===== config.mk =====
export PLATFORM = sky130hd
export DESIGN_NAME = dice_tid_dispatcher
export DESIGN_NICKNAME = d
export VERILOG_FILES = /design/src/rtl/dice_tid_dispatcher.sv
export SDC_FILE = /design/constraint.sdc
export NUM_CORES = 1
export LEC_CHECK = 0
export BUFFER_PORTS_ARGS = -buffer_cell sky130_fd_sc_hd__buf_2
export CAP_MARGIN = 5
export CORE_MARGIN = 1.5
export CORE_UTILIZATION = 35
export CTS_BUF_LIST = sky130_fd_sc_hd__clkbuf_16
export DETAILED_ROUTE_END_ITERATION = 8
export GPL_ROUTABILITY_DRIVEN = 0
export SYNTH_ARGS = -nofsm -noshare
export SYNTH_HDL_FRONTEND = slang
export SYNTH_SLANG_ARGS = --single-unit

===== constraint.sdc =====
create_clock -name clk -period 12.2 [get_ports clk]
set_clock_uncertainty 0.15 [all_clocks]
set_input_delay 0 -clock clk [delete_from_list [all_inputs] [get_ports clk]]
set_output_delay 0 -clock clk [all_outputs]
set_load 0.02 [all_outputs]

===== src/rtl/dice_tid_dispatcher.sv =====
// Thread-ID dispatcher: latches a CTA launch, validates its size, then issues
// one thread coordinate beat per accepted handshake in x-fastest order.
module dice_tid_dispatcher #(
  parameter int DATA_WIDTH   = 32,
  parameter int NUM_TID      = 512,
  parameter int TID_WIDTH    = $clog2(NUM_TID),
  parameter int CTA_ID_WIDTH = $clog2(65535)
) (
  input  logic                    clk,
  input  logic                    rst_n,
  input  logic                    clr,
  input  logic                    launch_valid,
  output logic                    launch_ready,
  input  logic [TID_WIDTH-1:0]    cfg_ntid_x,
  input  logic [TID_WIDTH-1:0]    cfg_ntid_y,
  input  logic [TID_WIDTH-1:0]    cfg_ntid_z,
  input  logic [CTA_ID_WIDTH-1:0] cfg_ctaid_x,
  input  logic [CTA_ID_WIDTH-1:0] cfg_ctaid_y,
  input  logic [CTA_ID_WIDTH-1:0] cfg_ctaid_z,
  input  logic [CTA_ID_WIDTH-1:0] cfg_nctaid_x,
  input  logic [CTA_ID_WIDTH-1:0] cfg_nctaid_y,
  input  logic [CTA_ID_WIDTH-1:0] cfg_nctaid_z,
  output logic                    thr_valid,
  input  logic                    thr_ready,
  output logic [TID_WIDTH-1:0]    tid_x,
  output logic [TID_WIDTH-1:0]    tid_y,
  output logic [TID_WIDTH-1:0]    tid_z,
  output logic [TID_WIDTH-1:0]    ntid_x,
  output logic [TID_WIDTH-1:0]    ntid_y,
  output logic [TID_WIDTH-1:0]    ntid_z,
  output logic [CTA_ID_WIDTH-1:0] ctaid_x,
  output logic [CTA_ID_WIDTH-1:0] ctaid_y,
  output logic [CTA_ID_WIDTH-1:0] ctaid_z,
  output logic [CTA_ID_WIDTH-1:0] nctaid_x,
  output logic [CTA_ID_WIDTH-1:0] nctaid_y,
  output logic [CTA_ID_WIDTH-1:0] nctaid_z,
  output logic [TID_WIDTH-1:0]    tid_lin,
  output logic                    thr_last,
  output logic                    done,
  output logic                    err
);

  localparam int TOT_W = 3 * TID_WIDTH;
  localparam logic [TID_WIDTH-1:0] TID_ONE = 1;

  // The linear thread index is meant to be carried on a datapath word.
  if (DATA_WIDTH < TID_WIDTH) begin : g_width_guard
    $error("dice_tid_dispatcher: DATA_WIDTH narrower than TID_WIDTH");
  end

  typedef enum logic [1:0] {IDLE, CHECK, ISSUE, DONE} state_t;

  state_t state, state_n;

  logic [TOT_W-1:0] total;
  logic             over;
  logic             fire;
  logic             x_end, y_end, z_end;

  // Full-width product so an oversized CTA can never alias to a legal size.
  assign total = TOT_W'(ntid_x) * TOT_W'(ntid_y) * TOT_W'(ntid_z);
  assign over  = total > TOT_W'(NUM_TID);

  assign launch_ready = (state == IDLE);
  assign thr_valid    = (state == ISSUE);
  assign done         = (state == DONE);
  assign x_end        = (tid_x == ntid_x - TID_ONE);
  assign y_end        = (tid_y == ntid_y - TID_ONE);
  assign z_end        = (tid_z == ntid_z - TID_ONE);
  assign thr_last     = thr_valid && x_end && y_end && z_end;
  assign fire         = thr_valid && thr_ready;

  always_ff @(posedge clk) begin
    if (!rst_n) state <= IDLE;
    else        state <= state_n;
  end

  always_comb begin
    state_n = state;
    case (state)
      IDLE:  if (launch_valid) state_n = CHECK;
      CHECK: begin
        if (total == '0) state_n = DONE;
        else if (over)   state_n = IDLE;
        else             state_n = ISSUE;
      end
      ISSUE: if (fire && thr_last) state_n = DONE;
      DONE:  state_n = IDLE;
      default: state_n = IDLE;
    endcase
    if (clr) state_n = IDLE;
  end

  // Counters return to zero after the final beat so idle outputs read clean.
  always_ff @(posedge clk) begin
    if (!rst_n) begin
      tid_x    <= '0;
      tid_y    <= '0;
      tid_z    <= '0;
      tid_lin  <= '0;
      ntid_x   <= '0;
      ntid_y   <= '0;
      ntid_z   <= '0;
      ctaid_x  <= '0;
      ctaid_y  <= '0;
      ctaid_z  <= '0;
      nctaid_x <= '0;
      nctaid_y <= '0;
      nctaid_z <= '0;
      err      <= 1'b0;
    end else begin
      err <= 1'b0;
      if (clr) begin
        tid_x   <= '0;
        tid_y   <= '0;
        tid_z   <= '0;
        tid_lin <= '0;
      end else if (state == IDLE && launch_valid) begin
        ntid_x   <= cfg_ntid_x;
        ntid_y   <= cfg_ntid_y;
        ntid_z   <= cfg_ntid_z;
        ctaid_x  <= cfg_ctaid_x;
        ctaid_y  <= cfg_ctaid_y;
        ctaid_z  <= cfg_ctaid_z;
        nctaid_x <= cfg_nctaid_x;
        nctaid_y <= cfg_nctaid_y;
        nctaid_z <= cfg_nctaid_z;
      end else if (state == CHECK) begin
        tid_x   <= '0;
        tid_y   <= '0;
        tid_z   <= '0;
        tid_lin <= '0;
        err     <= over;
      end else if (fire) begin
        if (thr_last) begin
          tid_x   <= '0;
          tid_y   <= '0;
          tid_z   <= '0;
          tid_lin <= '0;
        end else begin
          tid_lin <= tid_lin + TID_ONE;
          if (x_end) begin
            tid_x <= '0;
            if (y_end) begin
              tid_y <= '0;
              tid_z <= tid_z + TID_ONE;
            end else begin
              tid_y <= tid_y + TID_ONE;
            end
          end else begin
            tid_x <= tid_x + TID_ONE;
          end
        end
      end
    end
  end

endmodule


==> flow_summary.json <==
{
  "grt_pass1_wl_mm": 73.5,
  "hp-class": "input pin to flop",
  "path_depth": 34,
  "max_freq_ghz": 0.0983,
  "grt_use_total_pct": 20.7,
  "cp-start-kind": "flop",
  "tightest_slew_ns": 1.09,
  "ys_ff_latch": 162,
  "fillers": 4001,
  "criticalPathCategory": "flop to flop",
  "grt_start_max_net_pins": 90,
  "max-vdd-ir-drop_v": 0.0000823,
  "hold_viol_final": 0,
  "vias": 13800,
  "cts_num_sinks": 162,
  "drtIter0Drc": 681,
  "drtAntennaViolNets": 0,
  "powerDensity_mw_per_mm2": 74.0,
  "crit_path_end_kind": "flop",
  "wirelength_mm": 45.0,
  "cts_tree": "done",
  "cp_top_family": "adder cells",
  "synthCells": 1819,
  "slowest_delay_ns": 0.80,
  "clock-root-buffer": "clkbuf_16",
  "htreeDepth": 4,
  "synthArstFlopShare_pct": 0,
  "power.total_w": 0.00141,
  "routedWlPerCell_um": 16.3,
  "io_buffer_count": 291,
  "vias_per_cell": 5.01,
  "hpwl_mm": 32.9,
  "synth_cell_type_count": 66,
  "yosysWarnings": 0,
  "core_mm2": 0.0421,
  "cp.arrival_ns": 10.43,
  "clk_pin_slew_ns": 0.08,
  "cts_buffer_depth": 2,
  "postCtsSetupBuffers": 0,
  "fin_tns_setup_ns": 0,
  "worstPathMaxFanout": 21,
  "p_leak_nw": 8.55,
  "dieWidth_um": 210,
  "synth_edf_count": 0,
  "stdcell_count": 2759,
  "cts_buffers": 17,
  "synth_nets": 2202,
  "crit_top_cell": "fa_1",
  "syn_area_mm2": 0.0150,
  "die_area_mm2": 0.0442,
  "synth_ff_type": "dfxtp_1",
  "route.detailed.drc": 0,
  "relSlewSlack_pct": 27.3,
  "place_inst": 2563,
  "firstDrtPassIters": 7,
  "worstPathRequired_ns": 12.45,
  "dpl_cell_area_mm2": 0.0169,
  "status": "completed",
  "initial_core_util_pct": 35.6,
  "die_h_um": 210,
  "layout-drive-gt1-share_pct": 15.7,
  "rows": 75,
  "final_cell_area_mm2": 0.0191,
  "pre_cts_ws_ns": 2.06,
  "ys_seq_area_share_pct": 21.6,
  "antenna_found_initial": 0,
  "grt-ovfl-total": 0,
  "syn_avg_cell_area_um2": 8.25,
  "fin_ws_ns": 2.02,
  "clock_latency_ns": 0.45,
  "ioPinCount": 292,
  "rr_worst_depth": 34,
  "timing.max_cap.violations": 0,
  "grt_pass1_vias": 14500,
  "cp.buffers_inverters": 5,
  "slowest_stage": "dfxtp_1",
  "grt_setup_unrepaired": "false",
  "hold_depth": 3,
  "areaGrowthSynthToFinish_pct": 27.3,
  "fin_crit_ns": 10.18,
  "report.final.slew_viol_count": 0,
  "nets": 2588,
  "setup_violations": 0,
  "min_period_over_period_pct": 83.4
}
power breakdown:
group / switching [W] / internal, W
Sequential: 0.0000310 / 0.000549
Clock: 0.000284 / 0.000284
Combinational: 0.000150 / 0.000117
Yosys cell counts, types with 4 or more instances:
| cell type | n | area share, % |
|---|---|---|
| a211o_1 | 4 | 0.23 |
| a21boi_0 | 126 | 6.3 |
| a21o_1 | 12 | 0.60 |
| a21oi_1 | 33 | 1.1 |
| a31oi_1 | 10 | 0.42 |
| and2_1 | 141 | 5.9 |
| and3_1 | 16 | 0.67 |
| clkbuf_1 | 92 | 2.3 |
| dfxtp_1 | 162 | 22 |
| fa_1 | 163 | 22 |
| ha_1 | 92 | 7.7 |
| inv_1 | 209 | 5.2 |
| mux2i_1 | 8 | 0.53 |
| nand2_1 | 372 | 9.3 |
| nand2b_1 | 8 | 0.33 |
| nand3_1 | 27 | 0.90 |
| nand3b_1 | 9 | 0.45 |
| nand4_1 | 11 | 0.46 |
| nor2_1 | 66 | 1.7 |
| nor2b_1 | 17 | 0.71 |
| nor3_1 | 32 | 1.1 |
| nor3b_1 | 8 | 0.40 |
| nor4_1 | 11 | 0.46 |
| o2111ai_1 | 4 | 0.23 |
| o211ai_1 | 6 | 0.30 |
| o21a_1 | 5 | 0.25 |
| o21ai_0 | 38 | 1.3 |
| o311ai_0 | 4 | 0.23 |
| o31ai_1 | 4 | 0.20 |
| o41ai_1 | 4 | 0.23 |
| or3_1 | 5 | 0.21 |
| xnor2_1 | 36 | 2.1 |
| xor2_1 | 34 | 2.0 |
worst reg2reg max path: cells and delay by family (launching register included):
kind	cells	cell delay (ns)
AOI/OAI and AO/OA	10	2.54
and+or+nand+nor	7	1.41
DFF	1	0.80
xor gates and xnor gates	1	0.36
adders and majority gates	10	4.48
buffers and inverters	5	0.22
muxes	1	0.14
final timing paths:
| kind | endpoint | slack [ns] | start |
|---|---|---|---|
| setup reg to reg | state[0] | 2.02 | ntid_y[0] |
| hold reg to reg | nctaid_z[4] | 0.31 | nctaid_z[4] |
| setup / recovery | state[0] | 2.02 | ntid_y[0] |
| hold / removal | flop | 0.07 | rst_n |
cells in the final DEF, fill, tap and decap left out, types with 6 or more instances in the layout:
cell           instances
and3_1                16
inv_1                209
xor2_1                34
a21o_1                12
fa_1                 163
nor2_1                66
clkbuf_16             17
and2_1               141
nand3_1               27
a31oi_1               10
mux2i_1                8
nor3b_1                8
o21ai_0               38
nor4_1                11
buf_2                290
nand4_1               11
dlygate4sd3_1        162
xnor2_1               36
nand2b_1               8
nand2_1              372
a21oi_1               33
o211ai_1               6
nor2b_1               17
nand3b_1               9
ha_1                  92
buf_4                 10
nor3_1                32
a21boi_0             126
dfxtp_1              162
cell families after synthesis:
group                    share of synthesized area [%]
AND/OR/NAND/NOR                                   23.4
XOR/XNOR                                          4.08
multiplexers                                     0.533
adder cells (fa/ha/maj)                           29.4
buffers and inverters                             7.63
flip-flops                                        21.6
AO/OA/AOI/OAI                                     13.3
metrics by stage:
| stage | hold WS (ns) | util (%) |
|---|---|---|
| global placement | 0.101 | 40.0 |
| detailed placement | 0.109 | 40.0 |
| floorplan | -0.00508 | - |
| CTS | 0.0443 | 45.3 |
| global route | 0.0986 | 45.3 |
| finish | 0.0744 | 45.4 |
cell type report:
cell class                 instances  area (um2)  area share, %
clock buffer                      17         425           2.23
sequential                       162        3240           17.0
inverter                         209         785           4.11
multi-input combinational       1353       10600           55.6
timing repair buffer             462        3150           16.5
tap                              539         674           3.53
clock inverter                    15         196           1.03
antenna                            2        5.00         0.0262
flip-flops by register name, indices dropped and copies added, names as in the netlist, named ones only:
name      count
nctaid_x     16
ntid_y        9
nctaid_z     16
tid_x         9
tid_lin       9
ntid_z        9
nctaid_y     16
state         1
ctaid_y      16
err           1
ntid_x        9
ctaid_x      16
tid_z         9
ctaid_z      16
tid_y         9
layer usage:
layer  share of wire [%]  vias to the layer above  wire length, um  global-route usage (%)
li1                    -                     6610                -                       -
met1                  42                     6748            18800                    24.7
met2                  50                      377            22700                    36.7
met3                 5.1                       78             2290                    3.80
met4                 2.7                        0             1230                    8.31
met5                   0                        -                0                       0
repair_timing:
item,in CTS,in global routing
resized for setup,0,0
hold endpoints to repair,135,0
hold buffers,162,0
Note: power is estimated with default switching activity, not from simulation.
